<file path="src/rtl/counter_scheduler.sv">
// counter_scheduler: round-robin arbiter that lends one 3-bit interval counter
// to two requesters. The owner gets a one-cycle done pulse when its interval
// has elapsed. Every output comes from a flop.
module counter_scheduler (
  input  logic       clk,
  input  logic       reset,
  input  logic       tick,
  input  logic [1:0] req,
  input  logic [2:0] len0,
  input  logic [2:0] len1,
  output logic [1:0] gnt,
  output logic [1:0] done,
  output logic       busy,
  output logic [2:0] count
);

  typedef enum logic [1:0] {
    IDLE = 2'd0,
    RUN  = 2'd1,
    DONE = 2'd2
  } state_t;

  state_t     state_q, state_d;
  logic [1:0] gnt_q, gnt_d;
  logic [1:0] done_q, done_d;
  logic [2:0] count_q, count_d;
  logic [2:0] lenR_q, lenR_d;
  logic       last_q, last_d;
  logic       busy_q, busy_d;
  logic       winner;
  logic       grantedIdx;

  // The owner's index is the position of the set bit in the one-hot grant.
  assign grantedIdx = gnt_q[1];

  // Next-state logic. It picks a winner in IDLE, counts ticks in RUN and
  // pulses done in DONE. Abort is tested first so that it wins over completion.
  always_comb begin
    state_d = state_q;
    gnt_d   = gnt_q;
    done_d  = 2'b00;
    count_d = count_q;
    lenR_d  = lenR_q;
    last_d  = last_q;
    winner  = 1'b0;
    case (state_q)
      IDLE: begin
        gnt_d   = 2'b00;
        count_d = 3'd0;
        if (req != 2'b00) begin
          if (req == 2'b11) winner = ~last_q;
          else              winner = req[1];
          gnt_d   = winner ? 2'b10 : 2'b01;
          lenR_d  = winner ? len1 : len0;
          state_d = RUN;
        end
      end
      RUN: begin
        if (!req[grantedIdx]) begin
          state_d = IDLE;
          gnt_d   = 2'b00;
          count_d = 3'd0;
          last_d  = grantedIdx;
        end else if (lenR_q == 3'd0) begin
          state_d = DONE;
          done_d  = gnt_q;
        end else if (tick && (count_q == (lenR_q - 3'd1))) begin
          state_d = DONE;
          done_d  = gnt_q;
        end else if (tick) begin
          count_d = count_q + 3'd1;
        end
      end
      DONE: begin
        state_d = IDLE;
        gnt_d   = 2'b00;
        count_d = 3'd0;
        last_d  = grantedIdx;
      end
      default: begin
        state_d = IDLE;
        gnt_d   = 2'b00;
        count_d = 3'd0;
      end
    endcase
    busy_d = (state_d != IDLE);
  end

  // State and output registers. Reset is synchronous. The round-robin
  // pointer comes out of reset favouring requester 0.
  always_ff @(posedge clk) begin
    if (reset) begin
      state_q <= IDLE;
      gnt_q   <= 2'b00;
      done_q  <= 2'b00;
      count_q <= 3'd0;
      lenR_q  <= 3'd0;
      last_q  <= 1'b1;
      busy_q  <= 1'b0;
    end else begin
      state_q <= state_d;
      gnt_q   <= gnt_d;
      done_q  <= done_d;
      count_q <= count_d;
      lenR_q  <= lenR_d;
      last_q  <= last_d;
      busy_q  <= busy_d;
    end
  end

  assign gnt   = gnt_q;
  assign done  = done_q;
  assign busy  = busy_q;
  assign count = count_q;

endmodule

</file>
<file path="config.mk">
export PLATFORM = sky130hd
export DESIGN_NAME = counter_scheduler
export DESIGN_NICKNAME = d
export VERILOG_FILES = /design/src/rtl/counter_scheduler.sv
export SDC_FILE = /design/constraint.sdc
export NUM_CORES = 1
export LEC_CHECK = 0
export BUFFER_PORTS_ARGS = -buffer_cell sky130_fd_sc_hd__buf_2
export CAP_MARGIN = 15
export CORE_ASPECT_RATIO = 1.2
export CORE_MARGIN = 2
export CORE_UTILIZATION = 40
export CTS_CLUSTER_DIAMETER = 60
export CTS_CLUSTER_SIZE = 30
export DETAILED_ROUTE_END_ITERATION = 8
export GPL_TIMING_DRIVEN = 0
export PLACE_DENSITY = 0.65
export REMOVE_ABC_BUFFERS = 1
export SLEW_MARGIN = 20
export SYNTH_ARGS = -nofsm -noshare
export SYNTH_HDL_FRONTEND = slang
export SYNTH_SLANG_ARGS = --single-unit
</file>
<file path="constraint.sdc">
create_clock -name clk -period 1.75 [get_ports clk]
set_clock_uncertainty 0.15 [all_clocks]
set_input_delay 0.175 -clock clk [delete_from_list [all_inputs] [get_ports clk]]
set_output_delay 0.175 -clock clk [all_outputs]
set_load 0.03 [all_outputs]
</file>
# Word level (Yosys, flattened, before mapping)
# Index checks and enable logic that the tools add are counted.
[totals] register_bits=14 input_bits=11 output_inout_bits=8 wordCells=49
[classes] add_sub_neg=2 magnitude_cmp=1 eq_ne=5 muxes=19 bitwise_logic=5 n_reduce_logical=10
[ops] op="$mux 2" count=9
[ops] op="$pmux 2 s2" count=2
[ops] op="$mux 1" count=6
[ops] op="$reduce_bool 2->1" count=3
[ops] op="$not 1->1" count=5
[ops] op="$eq 2x2->1 const B" count=2
[ops] op="$reduce_and 2->1" count=2
[ops] op="$add 3x1->3 const B" count=1
[ops] op="$eq 3x3->1" count=1
[ops] op="$logic_not 3->1" count=1
[ops] op="$mux 3" count=1
[ops] op="$reduce_and 3->1" count=1
[ops] op="$reduce_or 3->1" count=1
[ops] op="$sub 3x1->3 const B" count=1
[ops] op="$eq 2x1->1 const B" count=1
[ops] op="$logic_not 2->1" count=1
[ops] op="$lt 1x2->1 const B" count=1
[ops] op="$ne 2x2->1 const B" count=1
[ops] op="$pmux 1 s2" count=1
[ops] op="$logic_and 1x1->1" count=1

# Depth between registers and ports, before layout
[logic_depth] depth_word=8 depth_mapped=6 depth_no_buf=6

# Least setup slack after synthesis
# OpenSTA, ideal clock, no wires.
[synth_timing] path_kind="reg-to-reg" startpoint="reg lenR_q[0]" endpoint="reg count_q[2] (netlist: count[2])" setup_ns=0.072 arrival_ns=1.545 required_time_ns=1.528 slack_ns=-0.016 path_stages_with_launch=7 path_buffers=0 period_less_slack_ns=1.766 cell_sequence="dfxtp_1 inv_1 ha_1 ha_1 xor2_2 a311oi_1 mux2i_1"
[synth_between] elab_chain_cells=5 elab_cells_between_ends=7 classes_between="add/sub (1); eq/ne (1); bitwise (2); reduce/logical (3)"
[synth_rtl] element="from (decl)" line="27" rtl="logic [2:0] lenR_q, lenR_d;"
[synth_rtl] element="from (signal assigned)" line="105" rtl="lenR_q <= lenR_d;"
[synth_rtl] element="$sub 3x1->3" line="67" rtl="end else if (tick && (count_q == (lenR_q - 3'd1))) begin"
[synth_rtl] element="$eq 3x3->1" line="67"
[synth_rtl] element="$logic_and 1x1->1" line="67"
[synth_rtl] element="$not 1->1 (no source line)"
[synth_rtl] element="$reduce_and 3->1 (no source line) (*)"
[synth_rtl] element="to (signal assigned)" line="104" rtl="count_q <= count_d;"
[synth_rtl] element="to (decl)" line="26" rtl="logic [2:0] count_q, count_d;"
# Mark *: on every way between the ends. The rest lies on a longest branch, timed or not.
# A chain may end at the register's enable or synchronous reset.

# Worst setup path after layout
[layout_timing] startpoint="reg lenR_q[1]" endpoint="reg done_q[0] (netlist: done[0])"
[layout_between] elab_chain_cells=5 elab_cells_between_ends=6 classes_between="add/sub (1); eq/ne (1); mux (2); reduce/logical (2)"
[layout_rtl] element="$sub 3x1->3" line="67"
[layout_rtl] element="$eq 3x3->1" line="67"
[layout_rtl] element="$logic_and 1x1->1" line="67"
[layout_rtl] element="$mux 2" line="67"
[layout_rtl] element="$mux 2 (*)" line="64" rtl="end else if (lenR_q == 3'd0) begin"
[layout_rtl] element="to (signal assigned)" line="103" rtl="done_q <= done_d;"
[layout_rtl] element="to (decl)" line="25" rtl="logic [1:0] done_q, done_d;"
# Marked as above.

==> out/metrics.yaml <==
status: "finished, final reports clean"
syn_area_um2: 776
dp.final_hpwl_mm: 1.19
clkPwrFrac_pct: 21.0
dieArea_um2: 2310
cellPowerDensity_nw_per_um2: 858
dr.pass1.iters: 6
seq_area_frac_synth_pct: 36.1
grt_first_pass_wirelength_mm: 2.75
period_needed_ns: 1.67
die_x_um: 44.2
synth-seq-cells: 14
yosysTopAreaCellShare_pct: 36.1
synth.most_common_cell: "dfxtp_1"
rows: 17
synth-edff-count: 0
synth_cells: 79
fin_ws_ns: 0.0780
coreArea_um2: 1830
design.portCount: 19
p_leak_uw: 0.000394
final_max_slew_viol_count: 0
antenna_found_initial: 0
use_met1_pct: 19.5
whs_path_depth: 2
hold_viol: 0
crit_path_start_kind: "register"
holdWs_ns: 0.0575
syn_to_final_growth_pct: 26.1
drt-wirelength-per-cell_um: 13.6
synthTopCellsByCount: "14 x dfxtp_1, 6 x inv_1, 5 x mux2i_1, 4 x a21oi_1, 4 x nor2_1"
ys_types: 38
yosys-top-cells-area: "dfxtp_1 36%, mux2i_1 6.5%, ha_1 4.8%"
worst_slew_pin_slew_ns: 0.376
tns_ns: 0
hp-class: "in -> reg"
drtIter0Drc: 11
portBuffers: 18
clkSinkCount: 14
cts_hold_buf: 0
grt_max_degree: 13
power_switching_share_pct: 33.2
cap_violations: 0
drt_wl_total_mm: 1.60
vdd_drop_max_mv: 0.486
busiest_layer: "met2"
floorplan.initialDensity_pct: 42.4
cts_tree: "yes"
crit_type: "reg -> reg"
yosysWarnings: 0
nNetsFinal: 115
cp_max_fo: 6
gp_congestion: 0.817
clk_path_buf_depth: 2
cts_root_buf: "clkbuf_4"
p_sw_uw: 278
drive_above_1_share_pct: 39.4
power_frac_seq_pct: 43.5
p_int_uw: 561
grt_use_met3_pct: 4.14
finalSetupViolations: 0
place_ws_ns: -0.159
numCtsBuffers: 3
clkSlewWorstSetupHoldPaths_ns: 0.08
avgViaCountPerCell: 5.62
clock_latency_ns: 0.27
reg2reg_setup_slack_ns: 0.08
cp-end-kind: "register"
ant_nets: 0
cp.required_ns: 1.80
rsz0062_at_grt: "yes"
relSlewSlack_pct: 74.8
clock.fmax_mhz: 598
grt_use_met2_pct: 26.0
crit_arrival_ns: 1.72
reg2regPathDepth: 6
grt.overflow.total: 0
fin_cells: 118
grt_pass1_vias: 618
yosys.area.top_type: "dfxtp_1"
fin_crit_sh_pct: 95.5
dieHeight_um: 52.2
synth.avg_cell_area_um2: 9.82
post-place-cells: 113
async_reset_ff_share_pct: 0
p_comb_share_pct: 35.5
remaining_drc_errors: 0
vias: 663
synthFlopType: "dfxtp_1"
cts_max_level: 1
grt_use_total_pct: 16.1
num_antenna_cells: 0
[final timing paths]
check,to,startpoint
max reg2reg,done[0],lenR_q[1]
max,done[0],lenR_q[1]
min,busy,reset
min reg2reg,gnt[0],gnt[0]
[area by class of cell]
class / count / area (µm²)
sequential: 14 / 283
tap: 19 / 23.8
multi-input combinational: 56 / 522
inverter: 6 / 22.5
timing repair buffer: 20 / 105
clock buffer: 3 / 22.5
fill: 161 / 851
[registers in the layout (all words and copies together) (netlist names)]
signal and count:
count 3, lenR_q 3, done 2, gnt 2
state_q 2, busy 1, last_q 1
[timing repair]
action,in CTS,in global routing
setup endpoints to repair,7,6
buffers inserted,1,1
pin swaps,3,4
cloned,0,0
resized for setup,6,7
[power by group through the flow]
stage | sequential [µW] | clock, µW | combinational [µW]
CTS | 363 | 180 | 271
finish | 365 | 176 | 298
global route | 369 | 198 | 327
detailed placement | 373 | 0 | 225
floorplan | 384 | 0 | 153
global placement | 372 | 0 | 219
[metrics by stage]
| stage | instance area, µm² | utilization [%] | total power (µW) |
|---|---|---|---|
| 2_1_floorplan | 759 | - | 537 |
| 3_3_place_gp | 873 | 47.7 | 591 |
| 3_5_place_dp | 873 | 47.7 | 597 |
| 4_1_cts | 947 | 51.8 | 814 |
| 5_1_grt | 978 | 53.5 | 894 |
| 6_report | 978 | 53.5 | 839 |
[kinds of logic after synthesis]
group	share of synthesized area, %
AOI/OAI and AO/OA	20.3
xor gates and xnor gates	5.32
adders and majority gates	4.84
buffers and inverters	5.00
DFF	36.1
muxes	7.90
and+or+nand+nor	20.5
[cells in the final DEF (no fill, tap or decap), drive strengths merged, types with 2 or more instances in the layout]
cell type  netlist  routed
inv              6       6
a31oi            2       2
dfxtp           14      14
nor3b            2       2
clkbuf           1       3
mux2i            5       5
nand2b           3       3
nor2             4       4
nand4bb          2       2
buf              2      20
xor2             3       3
a21oi            4       4
a21boi           2       2
a211oi           3       3
nand4b           3       3
ha               3       3
nand3            2       2
[critical path, cell delays in order, from the launching register on]
cell	delay [ns]
dfxtp_2	0.34
inv_2	0.04
ha_4	0.15
ha_4	0.28
xor2_4	0.23
a41oi_2	0.20
nor3b_1	0.21
[per-layer routing]
metal  vias up  wire [µm]
met5         -          0
met4         0         20
met3         4         77
met2        20        794
met1       305        708
li1        334          -
No activity file was read; power rests on OpenSTA's default activity.
